`config.mk`:
```
export PLATFORM = sky130hd
export DESIGN_NAME = rv32_io_ctrl
export DESIGN_NICKNAME = d
export VERILOG_FILES = /design/src/rtl/rv32_io_pkg.sv /design/src/rtl/io_debounce.sv /design/src/rtl/rv32_io_ctrl.sv
export SDC_FILE = /design/constraint.sdc
export NUM_CORES = 1
export LEC_CHECK = 0
export ABC_AREA = 0
export CAP_MARGIN = 25
export CORE_ASPECT_RATIO = 0.7
export CORE_MARGIN = 3
export CORE_UTILIZATION = 54
export CTS_CLUSTER_SIZE = 25
export DETAILED_ROUTE_END_ITERATION = 12
export HOLD_SLACK_MARGIN = 0.03
export PLACE_DENSITY = 0.87
export SLEW_MARGIN = 25
export SYNTH_ARGS = -nofsm -noshare
export SYNTH_HDL_FRONTEND = slang
export SYNTH_SLANG_ARGS = --single-unit
```
`constraint.sdc`:
```
create_clock -name clk -period 5.6 [get_ports clk]
set_clock_uncertainty 0.1 [all_clocks]
set_input_delay 0.56 -clock clk [delete_from_list [all_inputs] [get_ports clk]]
set_output_delay 0.56 -clock clk [all_outputs]
set_load 0.01 [all_outputs]
```
`src/rtl/rv32_io_pkg.sv`:
```
// Shared constants for the rv32 I/O controller: register word offsets,
// the IRQ_EN bit that gates the timer interrupt, and reset values.
package rv32_io_pkg;

  localparam logic [2:0] OFF_LED_DATA  = 3'd0;
  localparam logic [2:0] OFF_KEY_STATE = 3'd1;
  localparam logic [2:0] OFF_KEY_EDGE  = 3'd2;
  localparam logic [2:0] OFF_IRQ_EN    = 3'd3;
  localparam logic [2:0] OFF_TIMER_CNT = 3'd4;
  localparam logic [2:0] OFF_TIMER_CMP = 3'd5;
  localparam logic [2:0] OFF_STATUS    = 3'd6;

  // IRQ_EN holds one enable per key in the low byte plus the timer enable.
  localparam int          IRQ_TIMER_BIT = 8;
  localparam int          IRQ_EN_W      = IRQ_TIMER_BIT + 1;
  localparam logic [31:0] TIMER_CMP_RST = 32'hFFFF_FFFF;

  // Merge new_val into old_val one byte lane at a time under byte enables.
  function automatic logic [31:0] be_merge(input logic [31:0] old_val,
                                           input logic [31:0] new_val,
                                           input logic [3:0]  be);
    logic [31:0] res;
    res = old_val;
    for (int n = 0; n < 4; n++) begin
      if (be[n]) res[8*n +: 8] = new_val[8*n +: 8];
    end
    return res;
  endfunction

endpackage

```
`src/rtl/io_debounce.sv`:
```
// One push key: 2-flop synchroniser followed by a stable-count debouncer.
// key_rise pulses in the same cycle the debounced level is updated 0->1.
module io_debounce #(
  parameter int DEBOUNCE_CYCLES = 50000
) (
  input  logic clk,
  input  logic reset,
  input  logic key_raw,
  output logic key_level,
  output logic key_rise
);

  localparam int             CW      = $clog2(DEBOUNCE_CYCLES);
  localparam logic [CW-1:0]  CNT_MAX = CW'(DEBOUNCE_CYCLES - 1);

  logic          sync0;
  logic          sync1;
  logic [CW-1:0] cnt;

  // Bring the asynchronous key level into the clock domain.
  always_ff @(posedge clk or posedge reset) begin
    if (reset) begin
      sync0 <= 1'b0;
      sync1 <= 1'b0;
    end else begin
      sync0 <= key_raw;
      sync1 <= sync0;
    end
  end

  // Count cycles of disagreement; accept the new level once it has held long enough.
  always_ff @(posedge clk or posedge reset) begin
    if (reset) begin
      cnt       <= '0;
      key_level <= 1'b0;
    end else if (sync1 == key_level) begin
      cnt <= '0;
    end else if (cnt == CNT_MAX) begin
      cnt       <= '0;
      key_level <= sync1;
    end else begin
      cnt <= cnt + CW'(1);
    end
  end

  assign key_rise = (sync1 != key_level) && (cnt == CNT_MAX) && sync1;

endmodule

```
`src/rtl/rv32_io_ctrl.sv`:
```
// Memory-mapped LED / push-key / timer block for a small RV32 core.
// Bus protocol: there is no ready; a write is accepted in every cycle io_we
// is high, and io_rdata always reflects the address presented one cycle earlier.
module rv32_io_ctrl
  import rv32_io_pkg::*;
#(
  parameter int NUM_KEYS        = 2,
  parameter int NUM_LEDS        = 10,
  parameter int DEBOUNCE_CYCLES = 50000
) (
  input  logic                clk,
  input  logic                reset,
  input  logic [31:0]         io_addr,
  input  logic                io_we,
  input  logic [3:0]          io_be,
  input  logic [31:0]         io_wdata,
  output logic [31:0]         io_rdata,
  input  logic [NUM_KEYS-1:0] PUSH_KEY,
  output logic [NUM_LEDS-1:0] LEDS,
  output logic                irq
);

  logic [NUM_LEDS-1:0] led_data;
  logic [NUM_KEYS-1:0] key_level;
  logic [NUM_KEYS-1:0] key_rise;
  logic [NUM_KEYS-1:0] key_edge;
  logic [IRQ_EN_W-1:0] irq_en;
  logic [31:0]         timer_cnt;
  logic [31:0]         timer_cmp;
  logic                status;

  logic [2:0]  word_off;
  logic [31:0] w1c_mask;
  logic [31:0] rdata_next;
  logic        unused_addr_bits;

  assign word_off         = io_addr[4:2];
  assign unused_addr_bits = ^{io_addr[31:5], io_addr[1:0]};
  assign w1c_mask         = be_merge(32'h0, io_wdata, io_be);
  assign LEDS             = led_data;

  for (genvar k = 0; k < NUM_KEYS; k++) begin : g_key
    io_debounce #(.DEBOUNCE_CYCLES(DEBOUNCE_CYCLES)) u_deb (
      .clk      (clk),
      .reset    (reset),
      .key_raw  (PUSH_KEY[k]),
      .key_level(key_level[k]),
      .key_rise (key_rise[k])
    );
  end

  // Read mux over current register values, zero-extended.
  always_comb begin
    rdata_next = 32'h0;
    case (word_off)
      OFF_LED_DATA:  rdata_next = 32'(led_data);
      OFF_KEY_STATE: rdata_next = 32'(key_level);
      OFF_KEY_EDGE:  rdata_next = 32'(key_edge);
      OFF_IRQ_EN:    rdata_next = 32'(irq_en);
      OFF_TIMER_CNT: rdata_next = timer_cnt;
      OFF_TIMER_CMP: rdata_next = timer_cmp;
      OFF_STATUS:    rdata_next = 32'(status);
      default:       rdata_next = 32'h0;
    endcase
  end

  // Registered read data, one cycle behind the address.
  always_ff @(posedge clk or posedge reset) begin
    if (reset) io_rdata <= 32'h0;
    else       io_rdata <= rdata_next;
  end

  // Plain read/write registers: LED_DATA, IRQ_EN, TIMER_CMP.
  always_ff @(posedge clk or posedge reset) begin
    if (reset) begin
      led_data  <= '0;
      irq_en    <= '0;
      timer_cmp <= TIMER_CMP_RST;
    end else if (io_we) begin
      if (word_off == OFF_LED_DATA)
        led_data <= NUM_LEDS'(be_merge(32'(led_data), io_wdata, io_be));
      if (word_off == OFF_IRQ_EN)
        irq_en <= IRQ_EN_W'(be_merge(32'(irq_en), io_wdata, io_be));
      if (word_off == OFF_TIMER_CMP)
        timer_cmp <= be_merge(timer_cmp, io_wdata, io_be);
    end
  end

  // Free-running timer; a write replaces the increment for that cycle.
  always_ff @(posedge clk or posedge reset) begin
    if (reset)
      timer_cnt <= 32'h0;
    else if (io_we && word_off == OFF_TIMER_CNT)
      timer_cnt <= be_merge(timer_cnt, io_wdata, io_be);
    else
      timer_cnt <= timer_cnt + 32'd1;
  end

  // Sticky key press edges and timer match; a new event beats a W1C clear.
  always_ff @(posedge clk or posedge reset) begin
    if (reset) begin
      key_edge <= '0;
      status   <= 1'b0;
    end else begin
      if (io_we && word_off == OFF_KEY_EDGE)
        key_edge <= (key_edge & ~w1c_mask[NUM_KEYS-1:0]) | key_rise;
      else
        key_edge <= key_edge | key_rise;
      if (timer_cnt == timer_cmp)
        status <= 1'b1;
      else if (io_we && word_off == OFF_STATUS && w1c_mask[0])
        status <= 1'b0;
    end
  end

  // Registered interrupt request from enabled sticky sources.
  always_ff @(posedge clk or posedge reset) begin
    if (reset) irq <= 1'b0;
    else       irq <= (|(key_edge & irq_en[NUM_KEYS-1:0])) |
                      (status & irq_en[IRQ_TIMER_BIT]);
  end

endmodule

```
Yosys cells after proc, flatten, opt, wreduce, memory -nomap -nowiden
Index checks and enable logic that the tools add are counted.
{ "totals": {"reg_bits": 157, "input_bits": 73, "output_inout_bits": 43, "word_cells": 88} }
{ "classes": {"add_sub_neg": 3, "n_eq_ne": 17, "muxes": 14, "bitwise": 9, "reduce_logical": 21} }
{ "op_table": {"columns": ["operator", "n"], "rows": [
  ["case mux 32 bit (7 select lines)", 1],
  ["two-way mux 16 bit", 4],
  ["adder 16 x 1 -> 16 bit (second input constant)", 2],
  ["adder 32 x 1 -> 32 bit (second input constant)", 1],
  ["== test 16 bit (second input constant)", 2],
  ["== test 32 bit", 1],
  ["two-way mux 32 bit", 1],
  ["two-way mux 8 bit", 4],
  ["AND reduction 3 bit", 8],
  ["== test 3 bit (second input constant)", 3],
  ["logical AND 1 bit", 8],
  ["inequality test 2 bit (second input constant)", 4],
  ["== test 3 x 2 -> 1 bit (second input constant)", 2],
  ["AND 2 bit", 2],
  ["two-way mux 2 bit", 2],
  ["bitwise OR 2 bit", 2],
  ["AND reduction 2 bit", 2],
  ["== test 3 x 1 -> 1 bit (second input constant)", 1],
  ["logical NOT 3 bit", 1],
  ["== test 1 bit", 2],
  ["two-way mux 1 bit", 2],
  ["inequality test 1 bit", 2],
  ["NOT 1 bit", 2],
  ["NOT 2 bit", 1],
  ["other kinds (4)", 4]
]} }

Logic depth before layout (Yosys ltp)
Gate-level depths: netlist of the first run.
{ "depth": {"ltp_word": 5, "ltp_mapped": 7, "mapped_depth_nobuf": 6} }

Modules after synthesis
A second synthesis of the first run with hierarchy kept.
{ "unflattened": {"hier_cells": 703, "hier_area_um2": 7721.2} }
{ "by_module_without_submodules": {"columns": ["mod", "n_inst", "cells_per_inst", "area_each_um2", "seq_area_each_um2"], "rows": [
  ["rv32_io_ctrl", 1, 525, 5879.4, 3017.9],
  ["io_debounce", 2, 89, 920.9, 475.5]
]} }

Worst setup path after synthesis of the first run
No wires, ideal clock.
{ "synth_path": {"path_kind": "input to register", "start": "input io_addr[2]", "end": "register led_data[0] (netlist: LEDS[0])", "setup_time_ps": 125, "t_arrival_ps": 1986, "t_required_ps": 5375, "path_slack_ps": 3389, "cell_stages": 5, "n_path_buf": 2, "cell_sequence": "buf_2 nor3_1 and3_1 buf_2 mux2_2"} }
{ "synth_via": {"elab_chain_len": 2} }
{ "synth_lines": {"columns": ["element", "line_no", "text"], "rows": [
  ["start: declaration", "rv32_io_ctrl.sv:13", "input logic [31:0] io_addr,"],
  ["logical NOT 3 bit", "rv32_io_ctrl.sv:80", "if (word_off == OFF_LED_DATA)"],
  ["AND reduction 3 bit (no line)", null, null],
  ["end signal: assignment", "rv32_io_ctrl.sv:81", "led_data <= NUM_LEDS'(be_merge(32'(led_data), io_wdata, io_be));"],
  ["end: declaration", "rv32_io_ctrl.sv:23", "logic [NUM_LEDS-1:0] led_data;"]
]} }
No other way between the ends.
A chain may end at the register's enable or synchronous reset.

Worst setup path in the final report of the first run
{ "layout_path": {"start": "input io_addr[2]", "end": "register timer_cmp[24]"} }
{ "layout_via": {"elab_chain_len": 2} }
{ "layout_lines": {"columns": ["element", "line_no", "text"], "rows": [
  ["== test 3 bit", "rv32_io_ctrl.sv:84", "if (word_off == OFF_TIMER_CMP)"],
  ["AND reduction 3 bit (no line)", null, null],
  ["end signal: assignment", "rv32_io_ctrl.sv:85", "timer_cmp <= be_merge(timer_cmp, io_wdata, io_be);"],
  ["end: declaration", "rv32_io_ctrl.sv:29", "logic [31:0] timer_cmp;"]
]} }
No other way between the ends.

==> load_flow_metrics.sql, run 1 <==
INSERT INTO impl_metrics (metric_group, metric, value, unit) VALUES
('cts', 'cts_tree', 'built', ''),
('sta', 'fin_crit_sh', '0.599', ''),
('cells_and_area', 'antenna_cells_inserted', '0', ''),
('routing', 'routed_wire_length_per_instance', '20.0', 'um'),
('power', 'seq_power_share', '0.460', ''),
('die', 'die_width', '147', 'um'),
('status', 'status', 'finished clean', ''),
('yosys', 'synth_area_per_cell', '11.2', 'um^2'),
('place', 'numPlacedInstances', '913', ''),
('routing', 'num_vias', '5881', ''),
('cells_and_area', 'final_util', '0.679', ''),
('cts', 'clk-insertion-delay-late', '0.42', 'ns'),
('routing', 'wl', '18.9', 'mm'),
('grt', 'track_usage', '0.255', ''),
('die', 'fp-row-count', '35', ''),
('cts', 'tritoncts_num_sinks', '157', ''),
('routing', 'route.detailed.drc', '0', ''),
('power', 'power_switching', '1.06', 'mW'),
('place', 'dpl-instance-area', '0.00849', 'mm^2'),
('hold_path', 'worst_hold_path_type', 'reg2reg', ''),
('die', 'fp.dieArea', '0.0155', 'mm^2'),
('sta', 'hold-worst-slack', '0.256', 'ns'),
('yosys', 'synthesis.nets', '752', ''),
('sta', 'final.setup.worst_slack', '2.25', 'ns'),
('yosys', 'synth_top_cell_area_share', '0.414', ''),
('yosys', 'ys_ff_latch', '157', ''),
('routing', 'route.antenna.remaining_nets', '0', ''),
('cells_and_area', 'drive_gt1_frac', '0.197', ''),
('sta', 'timing.final.hold_violations', '0', ''),
('grt', 'globalRoute.totalOverflow', '0', ''),
('power', 'power.share.clock', '0.339', ''),
('setup_path', 'worst_setup_path_start_kind', 'input pin', ''),
('power', 'report.power.total', '3.53', 'mW'),
('yosys', 'async_flop_share', '1.00', ''),
('grt', 'grt_start_max_net_pins', '62', ''),
('yosys', 'ys.flop_type', 'dfrtp_1', ''),
('cells_and_area', 'num-nets-final', '823', ''),
('place', 'detailed_place_hpwl', '13.1', 'mm'),
('cts', 'level_count_of_the_clock_h_tree', '4', ''),
('cts', 'hold_buffers', '0', ''),
('place', 'dp_slack', '1.83', 'ns'),
('cells_and_area', 'stdcell_count', '945', ''),
('routing', 'drt_pre_antenna_iters', '6', ''),
('grt', 'grt_first_pass_wirelength', '31.5', 'mm'),
('yosys', 'synth_area', '0.00756', 'mm^2'),
('sta', 'timing.fmax', '298', 'MHz'),
('setup_path', 'cp_data_arrival_time', '3.60', 'ns'),
('cts', 'postCtsSetupBuffers', '0', ''),
('run', 'cap_violations', '0', ''),
('die', 'start_util', '0.564', ''),
('grt', 'antenna_found_initial', '0', ''),
('die', 'placeableCoreArea', '0.0134', 'mm^2'),
('setup_path', 'cp.required', '5.85', 'ns'),
('yosys', 'synth_area_leader_cell', 'dfrtp_1', ''),
('cts', 'buffer_levels_on_the_longest_clock_path', '2', ''),
('sta', 'setup_failing_eps_final', '0', ''),
('sta', 'timing.setup.tns', '0', 'ns'),
('yosys', 'most_frequent_cells_after_synthesis', 'dfrtp_1 (125), nor2_1 (74), mux2_2 (54)', ''),
('sta', 'slew-limit-headroom', '0.315', ''),
('grt', 'first_global_vias', '6042', ''),
('yosys', 'seq_area_frac_synth', '0.525', ''),
('routing', 'vias_per_cell', '6.22', ''),
('routing', 'drt_iter0_markers', '702', ''),
('yosys', 'synthCells', '676', ''),
('cells_and_area', 'finished_layout_cell_area', '0.00910', 'mm^2'),
('die', 'ios', '116', ''),
('sta', 'worst_tran_pin_value', '1.03', 'ns'),
('setup_path', 'path_class', 'in2reg', ''),
('sta', 'grt_setup_unrepaired', 'false', ''),
('cts', 'cts_root_buffer', 'clkbuf_16', ''),
('power', 'ir_drop', '0.243', 'mV');
==> final timing paths <==
check                                startpoint                endpoint  slack, ns  cells after the start
max                                  io_addr[2]           timer_cmp[24]       2.25                      6
min in group asynchronous                 reset  g_key[1].u_deb.cnt[11]       0.43                      2
max in group asynchronous                 reset             io_rdata[7]       3.85                      3
min reg2reg                g_key[0].u_deb.sync0    g_key[0].u_deb.sync1       0.26                      0
min                        g_key[0].u_deb.sync0    g_key[0].u_deb.sync1       0.26                      0
max reg2reg                       timer_cnt[10]           timer_cnt[27]       3.18                      5
==> metal layers <==
metal,vias to the layer above,GRT usage,wire [um]
li1,2603,-,-
met1,2925,0.368,8200
met2,326,0.386,8720
met3,27,0.0603,1680
met4,0,0.0798,264
met5,-,0,0
==> placed cells by master, fill, tap and decap left out, types with 5 or more instances in the layout <==
cell type	count
xor2_1	50
mux2_2	54
nand3_1	27
nand4_1	14
dfrtp_1	125
xnor2_1	12
clkbuf_16	17
nor2_1	73
a211oi_1	9
nor3_1	16
a21oi_1	16
buf_4	5
o21ai_0	12
inv_1	9
dfstp_2	32
nor4_1	13
nand2_1	37
clkdlybuf4s50_1	86
a22o_1	28
a221o_1	7
and3_1	19
==> final cells by class <==
| cell class | instances | area, um^2 |
|---|---|---|
| flip-flops and latches | 157 | 3970 |
| multi-input cells | 469 | 3340 |
| fillers | 951 | 4300 |
| clock inverters | 10 | 138 |
| clock buffers | 22 | 474 |
| repair buffers | 92 | 903 |
| inverters | 10 | 42.5 |
| well taps | 185 | 231 |
==> power by group through the flow <==
stage	Sequential, mW	Clock, mW	Combinational, mW
after floorplan	1.54	0	0.527
after global routing	1.65	1.26	0.764
final	1.62	1.20	0.707
after CTS	1.62	1.21	0.699
after global placement	1.61	0	0.669
after detailed placement	1.63	0	0.689
==> cells by family (layout without fill, tap and decap cells) <==
group	after synthesis	in the layout	share of synthesized area
AOI/OAI and AO/OA	113	113	0.115
and+or+nand+nor	233	233	0.160
buffers and inverters	50	134	0.0364
xor gates and xnor gates	62	62	0.0718
DFF	157	157	0.525
muxes	58	58	0.0874
adders and majority gates	3	3	0.00496
==> state kept, by name, summed over array words and instances (netlist names) <==
signal	count
irq	1
key_edge	2
g_key.u_deb.sync0	2
timer_cmp	32
io_rdata	32
g_key.u_deb.sync1	2
irq_en	9
timer_cnt	32
g_key.u_deb.key_level	2
status	1
g_key.u_deb.cnt	32
LEDS	10
==> critical path, cell delays in order <==
cell,delay (ns)
clkdlybuf4s50_1,0.85
nand2_1,0.19
nor2_2,0.82
buf_4,0.36
and3_1,0.43
mux2_2,0.39
Note: power is estimated with default switching activity, not from simulation.
==> run 2: changes to the inputs <==
clock period = 3.4 ns   (was 5.6 ns; I/O delays follow)
==> load_flow_metrics.sql, run 2 (same netlist as run 1, synthesis figures left out) <==
INSERT INTO impl_metrics (metric_group, metric, value, unit) VALUES
('routing', 'drt_pre_antenna_iters', '5', ''),
('power', 'seq_power_share', '0.442', ''),
('setup_path', 'crit_path_top_delay_cell', 'dfrtp_1', ''),
('sta', 'timing.fmax', '394', 'MHz'),
('power', 'p_per_area', '655', 'mW/mm^2'),
('power', 'power_switching', '1.78', 'mW'),
('place', 'detailed_place_hpwl', '13.7', 'mm'),
('sta', 'slew-limit-headroom', '0.484', ''),
('grt', 'first_global_vias', '6153', ''),
('cts', 'cts_root_buffer', 'clkbuf_16', ''),
('power', 'switching_share', '0.294', ''),
('die', 'start_util', '0.564', ''),
('setup_path', 'setup.worst_path.end_class', 'flop', ''),
('cells_and_area', 'highest_count_cells_in_the_layout_ignoring_fill_and_taps', 'dfrtp_1 (125), clkdlybuf4s50_1 (86), nor2_1 (73)', ''),
('setup_path', 'worst_setup_path_start_kind', 'flop', ''),
('setup_path', 'cp_data_arrival_time', '2.74', 'ns'),
('power', 'report.power.total', '6.06', 'mW'),
('die', 'fp-row-count', '35', ''),
('place', 'numPlacedInstances', '922', ''),
('sta', 'minimum_clock_period_after_layout', '2.54', 'ns'),
('grt', 'grt_first_pass_wirelength', '32.8', 'mm'),
('routing', 'wl', '19.9', 'mm'),
('place', 'buffer_ports.inserted', '86', ''),
('grt', 'grt.met1_usage', '0.374', ''),
('grt', 'grt_start_max_net_pins', '68', ''),
('cts', 'buffer_levels_on_the_longest_clock_path', '2', ''),
('cts', 'cts.reportedPaths.clkPinSlew', '0.06', 'ns'),
('cells_and_area', 'layout.cells.most_common', 'dfrtp_1', ''),
('place', 'place.gp.congestion', '0.898', ''),
('sta', 'timing.final.hold_violations', '0', ''),
('die', 'die_width', '147', 'um'),
('setup_path', 'cp.required', '3.61', 'ns'),
('grt', 'grt.met2_usage', '0.410', ''),
('grt', 'globalRoute.totalOverflow', '0', ''),
('power', 'comb_power_share', '0.197', ''),
('sta', 'grt_setup_unrepaired', 'false', ''),
('cts', 'postCtsSetupBuffers', '0', ''),
('routing', 'routed_wire_length_per_instance', '20.9', 'um'),
('setup_path', 'worst-path-max-fanout', '9', ''),
('run', 'cap_violations', '0', ''),
('cells_and_area', 'num-nets-final', '832', ''),
('hold_path', 'worst_hold_path_type', 'in2async', ''),
('sta', 'setup_failing_eps_final', '0', ''),
('grt', 'antenna_found_initial', '0', ''),
('routing', 'vias_per_cell', '6.29', ''),
('cts', 'cts_resized', '0', ''),
('cells_and_area', 'area_growth_syn_to_fin', '22.2', '%'),
('sta', 'worst_tran_pin_value', '0.770', 'ns'),
('sta', 'timing.final.max_slew_violations', '0', ''),
('power', 'power.internal', '4.28', 'mW'),
('grt', 'track_usage', '0.270', ''),
('die', 'placeableCoreArea', '0.0134', 'mm^2'),
('setup_path', 'critical_path.n_buffers_inverters', '0', ''),
('cells_and_area', 'stdcell_count', '954', ''),
('routing', 'route.detailed.drc', '0', ''),
('die', 'fp.dieArea', '0.0155', 'mm^2'),
('cells_and_area', 'drive_gt1_frac', '0.205', ''),
('setup_path', 'path_class', 'reg2reg', ''),
('setup_path', 'cpLargestDelayFamily', 'simple AND/OR/NAND/NOR gates', ''),
('cts', 'cts_tree', 'built', ''),
('status', 'status', 'finished clean', ''),
('cells_and_area', 'antenna_cells_inserted', '0', ''),
('grt', 'grtUsageMet3', '0.0642', ''),
('cts', 'level_count_of_the_clock_h_tree', '4', ''),
('routing', 'drt_iter0_markers', '576', ''),
('power', 'ir_drop', '0.415', 'mV'),
('grt', 'busiest_grt_layer', 'met2', ''),
('die', 'ios', '116', ''),
('setup_path', 'path_common_cell', 'nand3_1', ''),
('sta', 'timing.setup.tns', '0', 'ns'),
('power', 'leakagePower', '3.90', 'nW'),
('power', 'power.share.clock', '0.361', ''),
('sta', 'fin_crit_sh', '0.746', ''),
('die', 'die_height', '105', 'um'),
('routing', 'num_vias', '6003', ''),
('cts', 'tritoncts_num_sinks', '157', ''),
('cts', 'cts_buffers', '17', ''),
('setup_path', 'crit_path_max_incr_delay', '0.61', 'ns'),
('setup_path', 'worstPathCellList', 'ha_1, nand3_1, nor2_1, nand3_1, a221oi_1', ''),
('cts', 'hold_buffers', '0', ''),
('cts', 'clk-insertion-delay-late', '0.43', 'ns'),
('routing', 'route.antenna.remaining_nets', '0', '');
run 2: cell types whose count changed in the layout (fill, tap and decap cells not counted):
| cell | previous run | this run |
|---|---|---|
| buf_4 | 5 | 14 |
| bufinv_16 | 3 | 6 |
| clkinv_2 | 3 | 1 |
| buf_12 | 0 | 1 |
| buf_2 | 1 | 0 |
| clkbuf_1 | 2 | 3 |
| clkbuf_8 | 3 | 2 |
| inv_6 | 1 | 0 |
run 2: stage by stage:
step	cell area (um^2)	utilization	hold WS [ns]	worst slack (ns)
floorplan	7560	-	0.231	0.999
global placement	8570	0.639	0.244	0.768
detailed placement	8570	0.639	0.248	0.729
finish	9240	0.690	0.240	0.863
global route	9240	0.690	0.246	0.770
CTS	9240	0.690	0.241	0.964
run 2: power by group through the flow:
stage | combinational (mW) | clock (mW) | sequential [mW]
floorplan | 0.868 | 0 | 2.54
global placement | 1.11 | 0 | 2.65
detailed placement | 1.15 | 0 | 2.69
CTS | 1.18 | 2.20 | 2.66
global route | 1.28 | 2.28 | 2.72
finish | 1.19 | 2.19 | 2.68
run 2: path summary, 6_finish.rpt:
check                                startpoint              endpoint  slack [ns]  depth (start not counted)
hold / removal                            reset          io_rdata[17]        0.24                          2
hold reg to reg            g_key[0].u_deb.sync0  g_key[0].u_deb.sync1        0.25                          0
min in group clk                    PUSH_KEY[1]  g_key[1].u_deb.sync0        0.25                          1
setup reg to reg                   timer_cnt[0]         timer_cnt[20]        0.86                          5
max in group asynchronous                 reset          timer_cmp[1]        2.11                          3
setup / recovery                   timer_cnt[0]         timer_cnt[20]        0.86                          5
run 2: metal layers:
layer	share of wire	wire length (um)	vias up
met5	0	0	-
li1	-	-	2618
met3	0.084	1680	60
met2	0.46	9230	334
met4	0.027	546	0
met1	0.42	8460	2991
run 2: area by class of cell:
type / count / area, um^2
fillers: 928 / 4160
flip-flops and latches: 157 / 3970
well taps: 185 / 231
inverters: 10 / 41.3
repair buffers: 101 / 986
multi-input cells: 469 / 3340
clock inverters: 10 / 210
clock buffers: 22 / 464
run 2: worst reg2reg max path: stages (launching register included):
cell and delay [ns]:
dfrtp_1 0.61, ha_1 0.40, nand3_1 0.35, nor2_1 0.44
nand3_1 0.16, a221oi_1 0.36
